--- src/rtl/pwm_sample_modulator.sv ---
// pwm_sample_modulator
//
// Buffers unsigned PCM samples in a small FIFO and plays each one as a
// 1-bit PWM stream for REPEAT periods of 2^DATA_W clocks. Playback starts
// once the FIFO holds PRIME_LVL samples. It stops cleanly at the end of a
// PWM period when enable drops.
//
// Ports:
//   clk        in   system clock, rising edge
//   rst        in   synchronous active-low reset
//   enable     in   playback enable
//   s_data     in   PCM sample (unsigned, 0 = silence)
//   s_valid    in   s_data valid
//   s_ready    out  FIFO not full (combinational from level)
//   pwm_out    out  registered PWM bitstream
//   underrun   out  one-cycle pulse: sample boundary with FIFO empty
//   fifo_level out  current FIFO occupancy
//   busy       out  high while priming or playing

module pwm_sample_modulator #(
    parameter int DATA_W     = 8,
    parameter int FIFO_DEPTH = 4,
    parameter int REPEAT     = 4,
    parameter int PRIME_LVL  = 2
) (
    input  logic                          clk,
    input  logic                          rst,
    input  logic                          enable,
    input  logic [DATA_W-1:0]             s_data,
    input  logic                          s_valid,
    output logic                          s_ready,
    output logic                          pwm_out,
    output logic                          underrun,
    output logic [$clog2(FIFO_DEPTH):0]   fifo_level,
    output logic                          busy
);

    localparam int PTR_W = $clog2(FIFO_DEPTH);
    localparam int LVL_W = PTR_W + 1;
    localparam int REP_W = (REPEAT > 1) ? $clog2(REPEAT) : 1;

    typedef enum logic [1:0] {
        IDLE  = 2'd0,
        PRIME = 2'd1,
        RUN   = 2'd2
    } state_t;

    // ------------------------------------------------------------------
    // Sample FIFO
    // ------------------------------------------------------------------
    logic [DATA_W-1:0] mem_q [FIFO_DEPTH];
    logic [PTR_W-1:0]  wr_ptr_q;
    logic [PTR_W-1:0]  rd_ptr_q;
    logic [LVL_W-1:0]  level_q;
    logic [LVL_W-1:0]  level_d;
    logic              push;
    logic              pop;
    logic              fifo_empty;
    logic [DATA_W-1:0] head;

    // ------------------------------------------------------------------
    // Playback state
    // ------------------------------------------------------------------
    state_t            state_q;
    logic [DATA_W-1:0] cnt_q;
    logic [REP_W-1:0]  rep_q;
    logic [DATA_W-1:0] duty_q;
    logic              pwm_q;
    logic              underrun_q;

    logic              period_end;
    logic              sample_end;
    logic              prime_load;
    logic              run_load;
    logic              run_underrun;

    assign s_ready    = (level_q != LVL_W'(FIFO_DEPTH));
    assign push       = s_valid && s_ready;
    assign fifo_empty = (level_q == '0);
    assign head       = mem_q[rd_ptr_q];

    // A sample boundary is the last clock of the last repeat period.
    assign period_end   = (state_q == RUN) && (cnt_q == '1);
    assign sample_end   = period_end && (rep_q == REP_W'(REPEAT - 1));

    // Dropping enable wins over any load or underrun at the boundary.
    assign prime_load   = (state_q == PRIME) && enable && (level_q >= LVL_W'(PRIME_LVL));
    assign run_load     = sample_end && enable && !fifo_empty;
    assign run_underrun = sample_end && enable && fifo_empty;
    assign pop          = prime_load || run_load;

    // NOTE: every combinational output gets a default first so no latch is inferred.
    always_comb begin
        level_d = level_q;
        unique case ({push, pop})
            2'b10:   level_d = level_q + 1'b1;
            2'b01:   level_d = level_q - 1'b1;
            default: level_d = level_q;
        endcase
    end

    // NOTE: sample storage carries no reset; only pointers and level define validity.
    always_ff @(posedge clk) begin
        if (push) begin
            mem_q[wr_ptr_q] <= s_data;
        end
    end

    // NOTE: reset is sampled on the clock edge (synchronous), and all state uses <=.
    always_ff @(posedge clk) begin
        if (!rst) begin
            wr_ptr_q <= '0;
            rd_ptr_q <= '0;
            level_q  <= '0;
        end else begin
            if (push) begin
                wr_ptr_q <= wr_ptr_q + 1'b1;
            end
            if (pop) begin
                rd_ptr_q <= rd_ptr_q + 1'b1;
            end
            level_q <= level_d;
        end
    end

    // ------------------------------------------------------------------
    // Playback FSM with registered PWM compare
    // ------------------------------------------------------------------
    always_ff @(posedge clk) begin
        if (!rst) begin
            state_q    <= IDLE;
            cnt_q      <= '0;
            rep_q      <= '0;
            duty_q     <= '0;
            pwm_q      <= 1'b0;
            underrun_q <= 1'b0;
        end else begin
            underrun_q <= 1'b0;
            unique case (state_q)
                IDLE: begin
                    pwm_q <= 1'b0;
                    cnt_q <= '0;
                    rep_q <= '0;
                    if (enable) begin
                        state_q <= PRIME;
                    end
                end

                PRIME: begin
                    pwm_q <= 1'b0;
                    if (!enable) begin
                        state_q <= IDLE;
                    end else if (prime_load) begin
                        duty_q  <= head;
                        cnt_q   <= '0;
                        rep_q   <= '0;
                        state_q <= RUN;
                    end
                end

                RUN: begin
                    if (period_end && !enable) begin
                        // Period finished while disabled: park without popping.
                        state_q <= IDLE;
                        pwm_q   <= 1'b0;
                        cnt_q   <= '0;
                        rep_q   <= '0;
                    end else begin
                        // Compare uses the current count, so pwm_out trails cnt by one clock.
                        pwm_q <= (cnt_q < duty_q);
                        cnt_q <= cnt_q + 1'b1;
                        if (sample_end) begin
                            rep_q <= '0;
                        end else if (period_end) begin
                            rep_q <= rep_q + 1'b1;
                        end
                        if (run_load) begin
                            duty_q <= head;
                        end
                        if (run_underrun) begin
                            underrun_q <= 1'b1;
                        end
                    end
                end

                default: begin
                    state_q <= IDLE;
                    pwm_q   <= 1'b0;
                end
            endcase
        end
    end

    assign pwm_out    = pwm_q;
    assign underrun   = underrun_q;
    assign fifo_level = level_q;
    assign busy       = (state_q != IDLE);

endmodule

--- config.mk ---
export PLATFORM = sky130hd
export DESIGN_NAME = pwm_sample_modulator
export DESIGN_NICKNAME = d
export VERILOG_FILES = /design/src/rtl/pwm_sample_modulator.sv
export SDC_FILE = /design/constraint.sdc
export NUM_CORES = 1
export LEC_CHECK = 0
export ABC_AREA = 1
export BUFFER_PORTS_ARGS = -buffer_cell sky130_fd_sc_hd__buf_2
export CAP_MARGIN = 20
export CORE_MARGIN = 4
export CORE_UTILIZATION = 50
export CTS_CLUSTER_SIZE = 14
export DETAILED_ROUTE_END_ITERATION = 16
export PLACE_DENSITY = 0.71
export SYNTH_ARGS = -nofsm -noshare
export SYNTH_HDL_FRONTEND = slang
export SYNTH_SLANG_ARGS = --single-unit
--- constraint.sdc ---
create_clock -name clk -period 2.45 [get_ports clk]
set_input_delay 0.49 -clock clk [delete_from_list [all_inputs] [get_ports clk]]
set_output_delay 0.49 -clock clk [all_outputs]
set_load 0.05 [all_outputs]
==> results of run 1 <==
[flip-flops by register name, indices dropped and copies added (netlist names), named ones only]
signal / cells
rep_q: 2
state_q: 2
cnt_q: 8
rd_ptr_q: 2
fifo_level: 3
mem_q: 32
underrun: 1
wr_ptr_q: 2
pwm_out: 1
duty_q: 8
[kinds of logic (layout without fill, tap and decap cells)]
| group | count (synthesis) | after routing | share of synthesized area, % |
|---|---|---|---|
| DFF | 63 | 63 | 56.9 |
| and+or+nand+nor | 98 | 98 | 16.1 |
| xor gates and xnor gates | 4 | 4 | 1.26 |
| adders and majority gates | 15 | 15 | 7.02 |
| AOI/OAI and AO/OA | 67 | 67 | 12.9 |
| buffers and inverters | 40 | 77 | 5.80 |
[critical path: stages (launching register included)]
cell	delay (ns)
dfxtp_2	0.36
ha_1	0.17
nand2_1	0.09
nor2_2	0.13
nand2_2	0.09
nor2_4	0.12
nand4_4	0.10
nand2_4	0.07
ha_1	0.13
inv_1	0.07
fa_2	0.34
a21oi_1	0.14
o21ai_1	0.09
o21ai_1	0.13
a21oi_1	0.05
[how the worst max path moves through the flow]
stage | end | depth (start not counted)
after floorplan | fifo_level[2] | 12
after global placement | fifo_level[2] | 14
after detailed placement | fifo_level[2] | 14
after CTS | fifo_level[2] | 14
after global routing | fifo_level[2] | 14
final | fifo_level[2] | 14
[routing by layer]
metal	track usage, %	part of all wire (%)	wire, um
met5	0	0	0
met4	6.54	1.0	51
met3	6.29	5.1	253
met2	28.0	50	2480
met1	19.9	44	2210
[area by class of cell]
type                            count  area, um^2
Timing Repair Buffer               26         150
Inverter                           35         131
Fill cell                         444        2010
Tap cell                           70        87.6
Sequential cell                    63        1590
Multi-Input combinational cell    184        1050
Clock inverter                      7         103
Clock buffer                        9         124
[layout by cell type (no fill, tap or decap)]
master       n
nand2_2      3
nand2_1     33
a211oi_1     3
clkinv_4     1
ha_1        14
xor2_1       3
nand4_1      2
nor2_4       2
a2111oi_0    1
nor2_2       1
clkinvlp_4   1
o21ai_1      2
o22ai_1      8
nor3_1       3
nand3_2      1
xnor2_1      1
dfxtp_1     27
inv_6        3
fa_2         1
o31ai_1      1
nand3_1     17
edfxtp_1    32
dfxtp_2      4
bufinv_16    2
buf_4        8
nand2_4      1
inv_2        2
nor2_1      34
nand4_4      1
a21oi_1     24
buf_2       18
inv_1       33
clkbuf_8     9
o21ai_0     28
[power by group through the flow]
stage          sequential [uW]  clock [uW]  combinational (uW)
2_1_floorplan             1200           0                94.0
3_3_place_gp              1180           0                 163
3_5_place_dp              1190           0                 166
4_1_cts                   1160        1030                 168
5_1_grt                   1160        1090                 188
6_report                  1160        1010                 167
[through the flow]
| step | utilization, % | hold slack (ns) | total power, uW | setup WS (ns) | instances |
|---|---|---|---|---|---|
| after global placement | 57.2 | 0.418 | 1350 | 0.202 | 378 |
| after CTS | 61.5 | 0.342 | 2360 | 0.102 | 394 |
| final | 61.6 | 0.362 | 2340 | 0.255 | 394 |
| after global routing | 61.6 | 0.343 | 2440 | 0.0559 | 394 |
| after floorplan | - | 0.447 | 1290 | 0.0114 | 287 |
| after detailed placement | 57.2 | 0.429 | 1350 | 0.116 | 378 |
==> impl_metrics.csv, run 1 <==
group,metric,value,unit
status,status,"completed",
floorplanning,die-area,6820,um^2
timing,hold_viol,0,
place,numPortBuffers,18,
power_and_ir_drop,swShare,23.9,%
finish,fin_area,3230,um^2
timing,drv_slew,0,
power_and_ir_drop,power_density,724,nW/um^2
timing,setup_viol,0,
grt,grt.total_usage,16.9,%
timing,final.period_utilization,89.6,%
synthesis,synth_edf_count,32,
synthesis,synth-seq-area-share,56.9,%
floorplanning,placementRows,26,
power_and_ir_drop,p_clk_share,43.2,%
floorplanning,design.core.area,5240,um^2
min_path,hold_start,"s_data[4]",
timing,rsz0062_at_grt,"no",
timing,slew_headroom,69.3,%
grt,overflow,0,
power_and_ir_drop,p_comb_share,7.1,%
setup_path,rr_worst_depth,14,
timing,fin_crit,2.19,ns
clock_tree,cts.clk_slew.worst_paths,0.07,ns
timing,fin_worst_skew,0.00743,ns
clock_tree,clock_sinks,63,
setup_path,r2r-end,"fifo_level[2]",
grt,antenna_found_initial,0,
setup_path,critPathKind,"reg2reg",
clock_tree,cts_resized,0,
route,ant_nets,0,
power_and_ir_drop,power.ir.vdd_worst,0.000561,V
synthesis,synth_common_cells,"nor2_1, inv_1, nand2_1",
floorplanning,start_util,53.1,%
synthesis,synth_area_per_cell,9.69,um^2
timing,worstMarginPinSlew,0.460,ns
synthesis,ys.warnings.count,0,
setup_path,crit_path_start,"cnt_q[0]",
setup_path,cp_max_fo,5,
clock_tree,cts_tree,"built",
route,vias,2039,
clock_tree,post_cts_buffers,0,
floorplanning,die_height,82.6,um
grt,grt_pass1_vias,1927,
place,place_area,3000,um^2
power_and_ir_drop,internal_power,1780,uW
clock_tree,clockBufferDepth,2,
min_path,hold_path_depth,1,
setup_path,worstSetupEndpointType,"register",
synthesis,synth_cells,287,
synthesis,synth_top_cell_area_share,34.5,%
finish,drive_gt1_share,17.9,%
route,drtPass1Iterations,4,
route,drcViolationCount,0,
clock_tree,cts_hold_buf,0,
job,drv_cap,0,
power_and_ir_drop,leakagePower,0.00125,uW
synthesis,yosys_most_used_dff,"edfxtp_1",
grt,grt_pass1_wl,8.53,mm
place,dp_hpwl,3.48,mm
min_path,holdCritPathClass,"in2reg",
synthesis,netlist_area,2780,um^2
finish,antennaDiodeCount,0,
setup_path,reg2reg_setup_slack,0.26,ns
setup_path,cp.required,2.68,ns
finish,nets,346,
setup_path,r2r-start,"cnt_q[0]",
synthesis,ys_ff_latch,63,
clock_tree,cts-root-buf,"clkbuf_8",
route,viasPerCell,5.18,
setup_path,crit_arrival,2.43,ns
clock_tree,clk_latency,0.34,ns
floorplanning,fp.dieW,82.6,um
finish,syn_to_final_growth,16.1,%
route,drt_wl_total,4.99,mm
route,wl_per_cell,12.7,um
synthesis,synth.distinct_cells,26,
synthesis,yosys-top-cells-area,"edfxtp_1, dfxtp_1, ha_1",
synthesis,synth_fp_nets,314,
clock_tree,htreeDepth,3,
grt,grt_max_degree,18,
min_path,min_to,"mem_q[0][4]",
power_and_ir_drop,seqPwrFrac,49.7,%
floorplanning,io_pins,19,
place,place_congestion,0.779,
synthesis,yosysTopAreaCell,"edfxtp_1",
synthesis,ys_async_sr_fraction,0,%
timing,fmax,0.456,GHz
setup_path,start_kind,"register",
clock_tree,numCtsBuffers,9,
route,drt_iter0_drc,55,
synthesis,yosysMostFrequentCell,"nor2_1",
power_and_ir_drop,switchingPower,558,uW
timing,tns,0,ns
Note: power is estimated with default switching activity, not from simulation.
==> run 2, diff against run 1 <==
ABC_AREA = default   (was 1)
==> run 2 against run 1 <==
Against the previous run:
- clock skew is essentially flat
- first-iteration DRC count rose by 35%
- sequential share of layout area decreased by 0.79 points
- register-to-register slack got worse by 0.19 ns
- final area grew 2.8%
- non-clock buffer count up 7
- worst setup slack worse by 0.19 ns
- core utilization rose by 1.4 points
- critical endpoint unchanged
==> impl_metrics.csv, run 2 <==
group,metric,value,unit
finish,largest_register,"mem_q",
grt,grtUsageMet2,25.9,%
finish,syn_to_final_growth,18.8,%
timing,fin_ws,0.0694,ns
finish,fin_cells,341,
floorplanning,placementRows,26,
timing,final.period_utilization,97.2,%
route,drtPass1Iterations,4,
route,drt_iter0_drc,74,
floorplanning,io_pins,19,
grt,top_usage_layer,"met2",
timing,slew_headroom,65.2,%
setup_path,reg2reg_setup_slack,0.07,ns
setup_path,cp.required,2.73,ns
status,status,"completed",
timing,setup_viol,0,
synthesis,synth_area_per_cell,12.2,um^2
finish,drive_gt1_share,29.2,%
synthesis,synth.distinct_cells,44,
power_and_ir_drop,power_density,641,nW/um^2
synthesis,synth_top_cell_area_share,34.4,%
clock_tree,cts-root-buf,"clkbuf_8",
finish,largestRegisters,"mem_q: 32 flops, cnt_q: 8 flops, duty_q: 8 flops",
finish,nFillCells,425,
synthesis,yosysTopAreaCell,"edfxtp_1",
synthesis,ys_ff_latch,63,
job,drv_cap,0,
grt,overflow,0,
min_path,hold_path_depth,1,
route,drcViolationCount,0,
clock_tree,clk_latency,0.35,ns
clock_tree,cts_tree,"built",
finish,final_cell_mix,"edfxtp_1, dfxtp_1, buf_2",
setup_path,crit_arrival,2.66,ns
synthesis,synth_common_cells,"edfxtp_1, dfxtp_1, inv_1",
synthesis,yosys-top-cells-area,"edfxtp_1, dfxtp_1, mux4_2",
finish,multi_input_area,1190,um^2
power_and_ir_drop,power.ir.vdd_worst,0.000532,V
timing,hold_viol,0,
timing,drv_slew,0,
floorplanning,start_util,53.0,%
finish,layout_commonest_cell,"edfxtp_1",
place,dp_hpwl,3.51,mm
grt,grt_max_degree,20,
setup_path,start_kind,"register",
setup_path,critPathKind,"reg2reg",
synthesis,synthMuxAreaShare,7.21,%
timing,fin_crit,2.38,ns
synthesis,netlist_area,2800,um^2
synthesis,synth_cells,230,
place,dp_slack,-0.0771,ns
grt,grt.total_usage,16.9,%
clock_tree,htreeDepth,3,
grt,grt_pass1_wl,8.30,mm
synthesis,synth_simple_gate_area_share,12.8,%
place,place_congestion,0.777,
power_and_ir_drop,leakagePower,0.00123,uW
timing,whs,0.356,ns
synthesis,synth_top_family_by_area,"simple AND/OR/NAND/NOR gates",
grt,groute.layer.met1.usage,20.9,%
synthesis,synth_compound_area_share,11.1,%
place,numPortBuffers,18,
finish,largest_reg_flops,32,
synthesis,ys.warnings.count,0,
route,wl_per_cell,14.2,um
setup_path,cp_max_fo,3,
clock_tree,numCtsBuffers,9,
floorplanning,design.core.area,5270,um^2
floorplanning,die-area,6850,um^2
timing,worstMarginPinSlew,0.521,ns
synthesis,yosysMostFrequentCell,"edfxtp_1",
grt,use_met3,7.13,%
timing,fmax,0.420,GHz
timing,fin_worst_skew,0.00707,ns
synthesis,synth_edf_count,32,
floorplanning,die_height,82.8,um
finish,regArea,1610,um^2
route,vias,1838,
place,place_area,3120,um^2
route,ant_nets,0,
floorplanning,fp.dieW,82.8,um
synthesis,synth-xor-area-share,1.88,%
timing,rsz0062_at_grt,"yes",
synthesis,ys_async_sr_fraction,0,%
clock_tree,clock_sinks,63,
clock_tree,cts.clk_slew.worst_paths,0.07,ns
synthesis,synth_fp_nets,257,
finish,nets,293,
synthesis,yosys_most_used_dff,"edfxtp_1",
min_path,holdCritPathClass,"in2reg",
place,dpl.cell_count,323,
grt,antenna_found_initial,0,
route,viasPerCell,5.39,
finish,antennaDiodeCount,0,
finish,fin_area,3320,um^2
synthesis,synth_fa_ha_area_share,6.98,%
setup_path,worstSetupEndpointType,"register",
route,drt_wl_total,4.83,mm
setup_path,rr_worst_depth,10,
clock_tree,clockBufferDepth,2,
grt,grt_pass1_vias,1778,
synthesis,synth-seq-area-share,56.6,%
-- run 2: cell count changes in the layout (fill, tap and decap cells not counted), moves of 5 or more --
cell | before | now
nor2_1 | 34 | 10
nand2_1 | 33 | 11
inv_1 | 33 | 15
o21ai_0 | 28 | 11
a21oi_1 | 24 | 15
mux4_2 | 0 | 8
nand3_1 | 17 | 9
o22ai_1 | 8 | 0
and3_1 | 0 | 7
buf_4 | 8 | 15
a31oi_1 | 0 | 5
dfxtp_1 | 27 | 22
dfxtp_4 | 0 | 5
-- run 2: logic make-up after synthesis --
family,Yosys count
AO/OA/AOI/OAI,48
buffers and inverters,24
AND/OR/NAND/NOR,64
multiplexers,10
XOR/XNOR,6
flip-flops,63
adder cells (fa/ha/maj),15
-- run 2: critical path, stage by stage, from the launching register on --
cell and delay, ns:
dfxtp_4 0.37, ha_4 0.15, nand3_4 0.07, or4_4 0.55, nand2_4 0.08, ha_4 0.13, inv_2 0.03, fa_2 0.32
xor2_1 0.15, or3_1 0.30, a21oi_1 0.14
-- run 2: per-layer routing --
| layer | vias up | share of wire, % |
|---|---|---|
| li1 | 924 | - |
| met1 | 869 | 46 |
| met2 | 37 | 47 |
| met3 | 8 | 5.6 |
| met4 | 0 | 2.0 |
| met5 | - | 0 |
-- run 2: cell type report --
class	count	share of cell area [%]
multi-input cells	143	35.7
well taps	70	2.64
clock buffers	9	3.73
repair buffers	33	6.11
flip-flops and latches	63	48.4
clock inverters	7	1.62
inverters	16	1.81
-- run 2: report_power, final --
group	internal (uW)	total [uW]	switching (uW)
Combinational	59.8	157	97.1
Sequential	1140	1160	18.8
Clock	376	808	432
Total	1580	2130	548
-- run 2: repair_timing --
item,4_1_cts,5_1_grt
gates resized for setup,0,2
endpoints found under the setup margin,0,1
hold buffers,0,0
buffers inserted,0,2
-- run 2: per-stage QoR --
stage | util [%] | total power, uW | setup TNS [ns]
2_1_floorplan | - | 1290 | -0.0295
3_3_place_gp | 59.2 | 1340 | -0.0348
3_5_place_dp | 59.2 | 1350 | -0.0771
4_1_cts | 62.6 | 2160 | 0
5_1_grt | 63.0 | 2220 | -0.0170
6_report | 63.0 | 2130 | 0
-- run 2: final timing paths --
path | start | end
max | cnt_q[0] | fifo_level[2]
min | s_data[7] | mem_q[2][7]
max reg2reg | cnt_q[0] | fifo_level[2]
min reg2reg | duty_q[3] | duty_q[3]
